--- src/rtl/sirv_uart_txq_pkg.sv ---
// Shared UART queue constants.
// Used by the tx/rx queues and the register block so widths agree.
package sirv_uart_txq_pkg;

  localparam int UART_DATA_W    = 8;
  localparam int UART_TXQ_DEPTH = 8;
  localparam int UART_RXQ_DEPTH = 8;

  // Occupancy counter width: must hold 0..depth inclusive.
  function automatic int cnt_w(input int depth);
    return $clog2(depth) + 1;
  endfunction

endpackage

--- src/rtl/sirv_uart_txq.sv ---
// UART transmit queue: FWFT FIFO feeding sirv_uarttx, plus txdata
// full flag and tx watermark pending bit.
// Ports: clock/rst_n (sync, active low), io_flush, io_enq_* (write
// side), io_deq_* (head side), io_count, io_txcnt, io_full, io_ip_txwm.
module sirv_uart_txq
  import sirv_uart_txq_pkg::*;
#(
  parameter int DEPTH = UART_TXQ_DEPTH,
  parameter int WIDTH = UART_DATA_W,
  parameter int CNTW  = cnt_w(DEPTH)
) (
  input  logic             clock,
  input  logic             rst_n,
  input  logic             io_flush,
  input  logic             io_enq_valid,
  output logic             io_enq_ready,
  input  logic [WIDTH-1:0] io_enq_bits,
  output logic             io_deq_valid,
  input  logic             io_deq_ready,
  output logic [WIDTH-1:0] io_deq_bits,
  output logic [CNTW-1:0]  io_count,
  input  logic [CNTW-2:0]  io_txcnt,
  output logic             io_full,
  output logic             io_ip_txwm
);

  localparam int PW = $clog2(DEPTH);
  localparam logic [PW-1:0]   PTR_ONE  = PW'(1);
  localparam logic [CNTW-1:0] CNT_ONE  = CNTW'(1);
  localparam logic [CNTW-1:0] CNT_FULL = CNTW'(DEPTH);

  logic [PW-1:0]    wptr_q, wptr_d;
  logic [PW-1:0]    rptr_q, rptr_d;
  logic [CNTW-1:0]  count_q, count_d;
  logic [WIDTH-1:0] mem_q [DEPTH];
  logic [WIDTH-1:0] mem_d [DEPTH];

  logic do_enq;
  logic do_deq;
  logic wr_en;

  // All handshake outputs derive from registered count only, so there
  // is no enq_valid->deq_valid or deq_ready->enq_ready path.
  assign io_full      = (count_q == CNT_FULL);
  assign io_enq_ready = ~io_full;
  assign io_deq_valid = (count_q != '0);
  assign io_deq_bits  = mem_q[rptr_q];
  assign io_count     = count_q;
  assign io_ip_txwm   = (count_q < {1'b0, io_txcnt});

  assign do_enq = io_enq_valid & io_enq_ready;
  assign do_deq = io_deq_valid & io_deq_ready;
  assign wr_en  = do_enq & ~io_flush;

  always_comb begin
    wptr_d  = wptr_q;
    rptr_d  = rptr_q;
    count_d = count_q;
    if (io_flush) begin
      wptr_d  = '0;
      rptr_d  = '0;
      count_d = '0;
    end else begin
      if (do_enq) wptr_d = wptr_q + PTR_ONE;
      if (do_deq) rptr_d = rptr_q + PTR_ONE;
      unique case ({do_enq, do_deq})
        2'b10:   count_d = count_q + CNT_ONE;
        2'b01:   count_d = count_q - CNT_ONE;
        default: count_d = count_q;
      endcase
    end
  end

  // One write enable per entry.
  always_comb begin
    for (int i = 0; i < DEPTH; i++) begin
      mem_d[i] = mem_q[i];
      if (wr_en && (wptr_q == PW'(i))) mem_d[i] = io_enq_bits;
    end
  end

  always_ff @(posedge clock) begin
    if (!rst_n) begin
      wptr_q  <= '0;
      rptr_q  <= '0;
      count_q <= '0;
    end else begin
      wptr_q  <= wptr_d;
      rptr_q  <= rptr_d;
      count_q <= count_d;
    end
  end

  // Storage is deliberately left out of reset.
  always_ff @(posedge clock) begin
    for (int i = 0; i < DEPTH; i++) mem_q[i] <= mem_d[i];
  end

endmodule

--- config.mk ---
export PLATFORM = sky130hd
export DESIGN_NAME = sirv_uart_txq
export DESIGN_NICKNAME = d
export VERILOG_FILES = /design/src/rtl/sirv_uart_txq_pkg.sv /design/src/rtl/sirv_uart_txq.sv
export SDC_FILE = /design/constraint.sdc
export NUM_CORES = 1
export LEC_CHECK = 0
export BUFFER_PORTS_ARGS = -buffer_cell sky130_fd_sc_hd__buf_2
export CAP_MARGIN = 20
export CORE_MARGIN = 10
export CORE_UTILIZATION = 50
export CTS_CLUSTER_SIZE = 25
export DETAILED_ROUTE_END_ITERATION = 8
export PLACE_DENSITY = 0.75
export SETUP_SLACK_MARGIN = 0.5
export SKIP_CTS_REPAIR_TIMING = 1
export SYNTH_ARGS = -nofsm -noshare
export SYNTH_HDL_FRONTEND = slang
export SYNTH_SLANG_ARGS = --single-unit
--- constraint.sdc ---
create_clock -name clock -period 2.19 [get_ports clock]
set_clock_uncertainty 0.1 [all_clocks]
set_input_delay 0.438 -clock clock [delete_from_list [all_inputs] [get_ports clock]]
set_output_delay 0.438 -clock clock [all_outputs]
set_load 0.005 [all_outputs]
## After elaboration in Yosys (flattened, before gate mapping)

Memories as Yosys holds them, arrays and structs flattened. A register that Yosys moved wholly into a read port is not among the register bits.
Index checks and enable logic that the tools add are counted.

- Memories kept: 1
- Bits in registers: 10
- Bits of input ports: 16
- RAM bits: 64
- Output and inout bits: 16
- Logic and storage cells: 84

- Add/subtract/negate cells: 4
- Bitwise gates (word level): 6
- Multiplexer cells: 32
- Reduce and logical (&&, ||, !) cells: 19
- Equality and inequality tests: 18
- Order comparisons: 1

Memory list:

| name | words | bits a word | read ports | clocked after memory_dff | write ports | line | RTL |
|---|---|---|---|---|---|---|---|
| mem_q | 8 | 8 | 1 | 1 | 1 | sirv_uart_txq.sv:35 | `logic [WIDTH-1:0] mem_q [DEPTH];` |

Operators by type and width:

| kind | number |
|---|---|
| $mux 8 | 15 |
| $reduce_or 8->1 | 7 |
| $mux 3 | 9 |
| $eq 3x3->1 const B | 4 |
| $logic_and 1x1->1 | 8 |
| $ne 1x1->1 const B | 8 |
| $pmux 4 s2 | 1 |
| $mux 1 | 7 |
| $add 3x1->3 const B | 2 |
| $eq 3x2->1 const B | 2 |
| $add 4x1->4 const B | 1 |
| $eq 4x4->1 const B | 1 |
| $lt 4x3->1 | 1 |
| $reduce_bool 4->1 | 1 |
| $sub 4x1->4 const B | 1 |
| $and 1x1->1 | 3 |
| $eq 3x1->1 const B | 1 |
| $logic_not 3->1 | 1 |
| $not 1->1 | 3 |
| $eq 2x1->1 const B | 1 |
| $eq 2x2->1 const B | 1 |
| $reduce_bool 2->1 | 1 |
| $reduce_or 2->1 | 1 |

## Longest topological paths before layout

Gate-level depths: netlist (run 1).

- Word-level depth: 14
- Depth in mapped cells: 10
- Mapped depth without buffers: 10

## Worst setup path after synthesis (run 1)

Ideal clock, no wire load.

- Path kind: reg-to-reg
- From: reg count_q[2] (netlist: io_count[2])
- To: reg count_q[3] (netlist: io_count[3])
- Library setup time: 127 ps
- Clock period less this slack: 2343 ps
- Path slack: -153 ps
- Arrival: 2116 ps
- Cell stages (with the launch flop): 10
- Buffers on the path: 0
- Data required time: 1963 ps
- Cells stage by stage: dfxtp_1 > or4_4 > nand2_1 > inv_1 > ha_1 > ha_1 > nand3_1 > and4b_1 > o21ai_0 > o31ai_1

- Elaborated cells between the ends (all ways): 11
- Those cells by class: add/sub (2); eq/ne (3); mux (1); bitwise (3); reduce/logical (2)

RTL lines:

| element | line | RTL |
|---|---|---|
| start: declaration | sirv_uart_txq.sv:34 | `logic [CNTW-1:0] count_q, count_d;` |
| start signal: assignment | sirv_uart_txq.sv:90 | `count_q <= count_d;` |
| $reduce_bool 4->1 (*) | sirv_uart_txq.sv:46 | `assign io_deq_valid = (count_q != '0);` |
| via io_deq_valid | sirv_uart_txq.sv:18 | `output logic io_deq_valid,` |
| $and 1x1->1 (*) | sirv_uart_txq.sv:52 | `assign do_deq = io_deq_valid & io_deq_ready;` |
| via do_deq | sirv_uart_txq.sv:39 | `logic do_deq;` |
| $eq 2x1->1 / $eq 2x2->1 (equally long branches) | sirv_uart_txq.sv:66 | `unique case ({do_enq, do_deq})` |
| $pmux 4 s2 / $reduce_bool 2->1 (equally long branches) | n/a |  |

The timed path passes the listed nets; every way through them passes the cells marked *.
A chain may end at the register's enable or synchronous reset.

==> impl_metrics.prom, run 1 <==
# TYPE chip_impl_metric gauge
chip_impl_metric{name="final.setup.worst_slack",unit="ps"} -152
chip_impl_metric{name="largest_voltage_drop_on_the_vdd_net",unit="uV"} 389
chip_impl_info{name="critical_path.slowest_cell",value="sky130_fd_sc_hd__mux4_2"} 1
chip_impl_info{name="cts_tree",value="yes"} 1
chip_impl_metric{name="design.core.area",unit="sq mm"} 0.00631
chip_impl_metric{name="final_max_slew_viol_count",unit=""} 0
chip_impl_metric{name="drt_first_pass_iters",unit=""} 4
chip_impl_metric{name="netlist-cell-type-count",unit=""} 31
chip_impl_metric{name="syn-cell-area",unit="sq mm"} 0.00325
chip_impl_metric{name="net_switching_power",unit="mW"} 0.569
chip_impl_metric{name="setup_tns",unit="ps"} -1100
chip_impl_metric{name="source_to_sink_clock_delay_at_the_later_pin_of_the_worst_skew_pair",unit="ps"} 340
chip_impl_metric{name="insertedDiodeCount",unit=""} 0
chip_impl_metric{name="grt_overflow",unit=""} 0
chip_impl_metric{name="place_ws",unit="ps"} 21.0
chip_impl_metric{name="maxSlewHeadroom",unit=""} 0.696
chip_impl_metric{name="count_of_boundary_i_o_pins",unit=""} 32
chip_impl_metric{name="detail_route.wirelength",unit="um"} 5960
chip_impl_metric{name="design.final.nets",unit=""} 264
chip_impl_metric{name="worst-slew-pin-transition",unit="ps"} 457
chip_impl_metric{name="sw_share",unit=""} 0.196
chip_impl_metric{name="iteration_0_drc_markers",unit=""} 60
chip_impl_metric{name="timing.critical_path.buf_inv",unit=""} 2
chip_impl_metric{name="grt_pass1_vias",unit=""} 1713
chip_impl_metric{name="hold_slack",unit="ps"} 268
chip_impl_metric{name="antenna_found_initial",unit=""} 0
chip_impl_metric{name="post-route-util",unit=""} 0.631
chip_impl_metric{name="achievable-frequency",unit="MHz"} 427
chip_impl_metric{name="crit_required",unit="ps"} 1650
chip_impl_info{name="run_status",value="complete, but fails checks"} 1
chip_impl_metric{name="yosys_warnings",unit=""} 0
chip_impl_metric{name="synth_nets",unit=""} 212
chip_impl_metric{name="grt_usage",unit=""} 0.117
chip_impl_metric{name="per_cell_via_count_in_the_routed_design",unit=""} 5.43
chip_impl_metric{name="mean_routed_wirelength_per_cell",unit="um"} 18.8
chip_impl_metric{name="drv_cap",unit=""} 0
chip_impl_metric{name="pwr_density_cell",unit="mW/mm^2"} 728
chip_impl_metric{name="layout-area-overhead-vs-synth",unit="%"} 22.7
chip_impl_metric{name="syn-mean-instance-area",unit="sq um"} 17.7
chip_impl_metric{name="grt_pass1_wl",unit="um"} 8780
chip_impl_metric{name="die_y",unit="um"} 101
chip_impl_metric{name="cts_buffers",unit=""} 9
chip_impl_metric{name="place_area",unit="sq mm"} 0.00362
chip_impl_metric{name="clkSlewWorstSetupHoldPaths",unit="ps"} 70
chip_impl_metric{name="nFillCells",unit=""} 459
chip_impl_metric{name="finalNonFillerCells",unit=""} 317
chip_impl_metric{name="power.share.combinational",unit=""} 0.068
chip_impl_metric{name="critical_path.max_fanout",unit=""} 8
chip_impl_metric{name="timing.critical_path.arrival",unit="ps"} 1800
chip_impl_metric{name="grt_start_max_net_pins",unit=""} 17
chip_impl_info{name="cp-start-kind",value="flip-flop"} 1
chip_impl_metric{name="hpwl",unit="um"} 3810
chip_impl_info{name="timing.critical_path.max_delay_family",value="multiplexers"} 1
chip_impl_metric{name="vias",unit=""} 1722
chip_impl_info{name="violations",value="negative setup slack"} 1
chip_impl_info{name="cts.root.buffer_cell",value="sky130_fd_sc_hd__clkbuf_8"} 1
chip_impl_metric{name="design.die.area",unit="sq mm"} 0.0101
chip_impl_metric{name="synth_cells",unit=""} 183
chip_impl_metric{name="timing.final.crit_period",unit="ps"} 2340
chip_impl_metric{name="std_cell_rows",unit=""} 29
chip_impl_metric{name="final_min_period_over_clock_period",unit=""} 1.07
chip_impl_metric{name="final-setup-viol-count",unit=""} 8
chip_impl_metric{name="combined_flip_flop_and_latch_cell_area",unit="sq mm"} 0.00219
chip_impl_metric{name="ys_ff_latch",unit=""} 77
chip_impl_metric{name="final_layout_size_suffix_gt1_frac",unit=""} 0.475
chip_impl_metric{name="cts_sinks",unit=""} 77
chip_impl_metric{name="numPlacedInstances",unit=""} 294
chip_impl_metric{name="initial_core_util",unit=""} 0.514
chip_impl_metric{name="place.port_buffers",unit=""} 31
chip_impl_metric{name="synth.yosys.seq_area_share",unit=""} 0.672
chip_impl_metric{name="design_power_total",unit="mW"} 2.90
chip_impl_info{name="most-common-layout-cells",value="64 x sky130_fd_sc_hd__edfxtp_1, 21 x sky130_fd_sc_hd__buf_2, 16 x sky130_fd_sc_hd__mux4_2"} 1
chip_impl_metric{name="horizontal_die_dimension",unit="um"} 101
chip_impl_metric{name="total_leakage_power",unit="nW"} 1.45
chip_impl_metric{name="multiInputGateArea",unit="sq mm"} 0.00106
chip_impl_info{name="crit_type",value="reg2out"} 1
chip_impl_metric{name="final_antenna_net_count",unit=""} 0
chip_impl_metric{name="p_clk_frac",unit=""} 0.378
chip_impl_info{name="crit_chain",value="clkbuf_16 > mux4_2 > mux2_4 > buf_6"} 1
chip_impl_metric{name="critical_path.max_stage_delay",unit="ps"} 500
chip_impl_metric{name="post-route-cell-area",unit="sq mm"} 0.00398
chip_impl_metric{name="globalplace.congestion",unit=""} 0.771
chip_impl_metric{name="route.detailed.drc",unit=""} 0
chip_impl_metric{name="cellInternalPower",unit="mW"} 2.33
chip_impl_metric{name="power.sequential.fraction",unit=""} 0.554
chip_impl_metric{name="cts_max_level",unit=""} 3
chip_impl_info{name="end_kind",value="primary output"} 1
chip_impl_metric{name="clockBufferDepth",unit=""} 2
chip_impl_metric{name="report.final.hold_viol_count",unit=""} 0
chip_impl_info{name="layout_commonest_cell",value="sky130_fd_sc_hd__edfxtp_1"} 1
chip_impl_info{name="rsz0062_at_grt",value="true"} 1
chip_impl_info{name="hp-class",value="in2reg"} 1
-- synthesized netlist by cell type --
master	instances	area (sq um)
sky130_fd_sc_hd__inv_1	11	41.3
sky130_fd_sc_hd__buf_6	1	11.3
sky130_fd_sc_hd__and2_1	2	12.5
sky130_fd_sc_hd__mux4_2	1	22.5
sky130_fd_sc_hd__edfxtp_1	64	1920
sky130_fd_sc_hd__nor2_1	11	41.3
sky130_fd_sc_hd__fa_1	1	20.0
sky130_fd_sc_hd__o31ai_1	1	7.51
sky130_fd_sc_hd__or4_4	1	11.3
sky130_fd_sc_hd__a211oi_1	2	15.0
sky130_fd_sc_hd__a21o_1	1	7.51
sky130_fd_sc_hd__xor2_1	4	35.0
sky130_fd_sc_hd__buf_2	1	5.00
sky130_fd_sc_hd__or4b_4	1	13.8
sky130_fd_sc_hd__xnor2_1	1	8.76
sky130_fd_sc_hd__mux4_1	15	394
sky130_fd_sc_hd__a21oi_1	6	30.0
sky130_fd_sc_hd__nand2_1	6	22.5
sky130_fd_sc_hd__and3_1	6	37.5
sky130_fd_sc_hd__nand3_1	4	20.0
sky130_fd_sc_hd__and4b_1	1	10.0
sky130_fd_sc_hd__buf_1	1	3.75
sky130_fd_sc_hd__o21ai_0	1	5.00
sky130_fd_sc_hd__buf_12	1	20.0
sky130_fd_sc_hd__nand2_2	1	6.26
sky130_fd_sc_hd__dfxtp_1	13	260
sky130_fd_sc_hd__ha_1	12	150
sky130_fd_sc_hd__or2_2	1	6.26
sky130_fd_sc_hd__nand2b_1	1	6.26
sky130_fd_sc_hd__mux2_2	8	90.1
sky130_fd_sc_hd__clkbuf_1	3	11.3
-- metal layers --
layer	share of wire	vias to the layer above	track usage
li1	-	809	-
met1	0.42	857	0.134
met2	0.51	45	0.188
met3	0.050	11	0.0343
met4	0.020	0	0.0717
met5	0	-	0
-- final timing paths --
check                           slack [ps]              to  cells after the start      startpoint
worst max-delay path                  -150  io_deq_bits[1]                      4       flip-flop
worst min-delay path                   270     mem_q[2][2]                      1  io_enq_bits[2]
worst max register to register           0     io_count[3]                      9     io_count[3]
worst min register to register         410       wptr_q[1]                      2       wptr_q[1]
-- power groups by stage --
| stage | Clock, mW | Sequential, mW | Combinational, mW |
|---|---|---|---|
| detailed placement | 0 | 1.64 | 0.166 |
| global placement | 0 | 1.64 | 0.163 |
| finish | 1.10 | 1.60 | 0.198 |
| floorplan | 0 | 1.64 | 0.0997 |
| global route | 1.17 | 1.61 | 0.218 |
| CTS | 1.11 | 1.61 | 0.166 |
-- state kept, by name (all words and copies together) (netlist names), named ones only --
signal,flops
wptr_q,3
io_count,4
mem_q,64
rptr_q,3
-- cells by family (layout without fill, tap and decap cells) --
group                      after synthesis  after routing  synth area share
muxes                                   24             24             0.156
and+or+nand+nor                         35             35            0.0578
xor gates and xnor gates                 5              5            0.0135
buffers and inverters                   18             75            0.0285
AOI/OAI and AO/OA                       11             11            0.0200
adders and majority gates               13             13            0.0524
DFF                                     77             77             0.672
-- cell type report --
type | count | share of cell area
Timing Repair Buffer | 48 | 0.0980
Tap cell | 77 | 0.0242
Clock inverter | 7 | 0.0201
Clock buffer | 9 | 0.0311
Multi-Input combinational cell | 88 | 0.265
Inverter | 11 | 0.0110
Sequential cell | 77 | 0.551
Power figures use the tool's default switching activity.
==> inputs of run 2 (changes only) <==
Settings changed: BUFFER_PORTS_ARGS -buffer_cell sky130_fd_sc_hd__buf_2 to default, DONT_BUFFER_PORTS from default to 1, PLACE_DENSITY 0.75 to 0.68.
Clock period 2.19 ns to 2.2 ns, I/O delays scaled along.
==> impl_metrics.prom, run 2 (synthesized netlist as in run 1, its figures left out) <==
# TYPE chip_impl_metric gauge
chip_impl_metric{name="std_cell_rows",unit=""} 29
chip_impl_metric{name="insertedDiodeCount",unit=""} 0
chip_impl_metric{name="critical_path.max_stage_delay",unit="ps"} 560
chip_impl_metric{name="route.detailed.drc",unit=""} 0
chip_impl_metric{name="multiInputGateArea",unit="sq mm"} 0.00107
chip_impl_metric{name="design.final.nets",unit=""} 231
chip_impl_metric{name="achievable-frequency",unit="MHz"} 447
chip_impl_metric{name="final_layout_size_suffix_gt1_frac",unit=""} 0.420
chip_impl_info{name="layout_commonest_cell",value="sky130_fd_sc_hd__edfxtp_1"} 1
chip_impl_metric{name="horizontal_die_dimension",unit="um"} 101
chip_impl_metric{name="design.core.area",unit="sq mm"} 0.00631
chip_impl_metric{name="final-setup-viol-count",unit=""} 7
chip_impl_metric{name="finalNonFillerCells",unit=""} 284
chip_impl_metric{name="timing.critical_path.arrival",unit="ps"} 2360
chip_impl_metric{name="nFillCells",unit=""} 475
chip_impl_info{name="end_kind",value="flip-flop"} 1
chip_impl_metric{name="grt_start_max_net_pins",unit=""} 17
chip_impl_metric{name="maxSlewHeadroom",unit=""} 0.704
chip_impl_metric{name="largest_reg_flops",unit=""} 64
chip_impl_metric{name="drt_first_pass_iters",unit=""} 4
chip_impl_metric{name="timing.final.crit_period",unit="ps"} 2240
chip_impl_info{name="cts.root.buffer_cell",value="sky130_fd_sc_hd__clkbuf_8"} 1
chip_impl_info{name="most-common-layout-cells",value="64 x sky130_fd_sc_hd__edfxtp_1, 16 x sky130_fd_sc_hd__mux4_2, 9 x sky130_fd_sc_hd__nor2_1, 9 x sky130_fd_sc_hd__ha_1, 9 x sky130_fd_sc_hd__clkbuf_8"} 1
chip_impl_metric{name="crit_required",unit="ps"} 2320
chip_impl_info{name="critical_path.slowest_cell",value="sky130_fd_sc_hd__or4_4"} 1
chip_impl_metric{name="place_ws",unit="ps"} 34.4
chip_impl_metric{name="critical_path.max_fanout",unit=""} 4
chip_impl_metric{name="cts_buffers",unit=""} 9
chip_impl_info{name="crit_type",value="reg2reg"} 1
chip_impl_info{name="violations",value="negative setup slack"} 1
chip_impl_metric{name="grt_overflow",unit=""} 0
chip_impl_metric{name="mean_routed_wirelength_per_cell",unit="um"} 20.9
chip_impl_metric{name="place.port_buffers",unit=""} 0
chip_impl_info{name="crit_chain",value="or4_4 > nand2_4 > inv_4 > ha_4 > ha_1 > nand3_2 > and4b_1 > o21ai_1 > o31ai_1"} 1
chip_impl_metric{name="final_min_period_over_clock_period",unit=""} 1.02
chip_impl_info{name="worstReg2RegStart",value="io_count[3]"} 1
chip_impl_metric{name="layout-area-overhead-vs-synth",unit="%"} 16.4
chip_impl_metric{name="combined_flip_flop_and_latch_cell_area",unit="sq mm"} 0.00219
chip_impl_info{name="cp-start-kind",value="flip-flop"} 1
chip_impl_metric{name="final.setup.worst_slack",unit="ps"} -36.6
chip_impl_metric{name="report.final.hold_viol_count",unit=""} 0
chip_impl_metric{name="route.met3.wl",unit="um"} 419
chip_impl_metric{name="final_max_slew_viol_count",unit=""} 0
chip_impl_metric{name="largest_voltage_drop_on_the_vdd_net",unit="uV"} 441
chip_impl_info{name="register_bank_with_the_most_flops",value="mem_q"} 1
chip_impl_metric{name="source_to_sink_clock_delay_at_the_later_pin_of_the_worst_skew_pair",unit="ps"} 340
chip_impl_metric{name="count_of_boundary_i_o_pins",unit=""} 32
chip_impl_metric{name="clkSlewWorstSetupHoldPaths",unit="ps"} 80
chip_impl_info{name="hp-start",value="io_enq_bits[0]"} 1
chip_impl_metric{name="setup_tns",unit="ps"} -127
chip_impl_metric{name="total_leakage_power",unit="nW"} 1.30
chip_impl_metric{name="numPlacedInstances",unit=""} 263
chip_impl_metric{name="die_y",unit="um"} 101
chip_impl_metric{name="final_antenna_net_count",unit=""} 0
chip_impl_info{name="hp-class",value="in2reg"} 1
chip_impl_metric{name="clockBufferDepth",unit=""} 2
chip_impl_metric{name="antenna_found_initial",unit=""} 0
chip_impl_metric{name="detail_route.wirelength",unit="um"} 5940
chip_impl_metric{name="cts_sinks",unit=""} 77
chip_impl_info{name="cts_tree",value="yes"} 1
chip_impl_metric{name="grt_pass1_vias",unit=""} 1718
chip_impl_metric{name="hpwl",unit="um"} 3830
chip_impl_metric{name="globalplace.congestion",unit=""} 0.772
chip_impl_metric{name="design.die.area",unit="sq mm"} 0.0101
chip_impl_metric{name="met2_wirelength",unit="um"} 2950
chip_impl_metric{name="pwr_density_cell",unit="mW/mm^2"} 755
chip_impl_metric{name="grt_pass1_wl",unit="um"} 8960
chip_impl_metric{name="grt_usage",unit=""} 0.119
chip_impl_metric{name="per_cell_via_count_in_the_routed_design",unit=""} 5.61
chip_impl_info{name="top_layer_used",value="met4"} 1
chip_impl_metric{name="worst-slew-pin-transition",unit="ps"} 444
chip_impl_metric{name="iteration_0_drc_markers",unit=""} 45
chip_impl_metric{name="drv_cap",unit=""} 0
chip_impl_metric{name="met1_length",unit="um"} 2480
chip_impl_info{name="run_status",value="complete, but fails checks"} 1
chip_impl_metric{name="vias",unit=""} 1592
chip_impl_info{name="rsz0062_at_grt",value="true"} 1
chip_impl_metric{name="initial_core_util",unit=""} 0.514
chip_impl_info{name="cp-startpoint",value="io_count[3]"} 1
chip_impl_metric{name="cts_max_level",unit=""} 3
run 2: cell types whose count changed in the layout (fill, tap and decap cells not counted), moves of 2 or more:
cell,before,now
sky130_fd_sc_hd__buf_6,14,5
sky130_fd_sc_hd__buf_4,11,8
sky130_fd_sc_hd__inv_2,3,1
sky130_fd_sc_hd__inv_4,1,3
sky130_fd_sc_hd__buf_2,21,0
sky130_fd_sc_hd__clkinv_1,4,1
run 2: final cells by class:
class,instances,share of cell area
inverter,11,0.0129
timing repair buffer,15,0.0427
clock inverter,7,0.0238
multi-input combinational,88,0.282
clock buffer,9,0.0328
tap,77,0.0255
sequential,77,0.580
run 2: worst paths after layout:
kind / to / slack (ps) / cells past startpoint
setup / recovery: io_count[3] / -40 / 9
hold / removal: mem_q[3][0] / 90 / 0
setup reg to reg: io_count[3] / -40 / 9
hold reg to reg: wptr_q[1] / 410 / 2
run 2: critical path, delay by kind of cell, from the launching register on:
kind / cells / cell delay [ps]
flip-flops: 1 / 330
AND/OR/NAND/NOR: 4 / 1000
adder cells (fa/ha/maj): 2 / 460
AO/OA/AOI/OAI: 2 / 190
buffers and inverters: 1 / 40
run 2: per-stage QoR:
stage          cell area, sq um  utilization  power, mW  hold slack, ps
6_report                   3780        0.599       2.86            91.0
5_1_grt                    3780        0.599       2.97            58.7
3_3_place_gp               3460        0.548       1.75             380
3_5_place_dp               3460        0.548       1.76             402
2_1_floorplan              3340            -       1.73             354
4_1_cts                    3680        0.582       2.86            73.6
run 2: power by group:
part / total [mW] / switching [mW] / internal [mW]
combinational: 0.147 / 0.0701 / 0.0769
clock: 1.11 / 0.480 / 0.632
sequential: 1.60 / 0.00752 / 1.59
run 2: per-layer routing:
metal / track usage / up-vias
li1: - / 735
met1: 0.136 / 794
met2: 0.186 / 53
met3: 0.0549 / 10
met4: 0.0565 / 0
met5: 0 / -
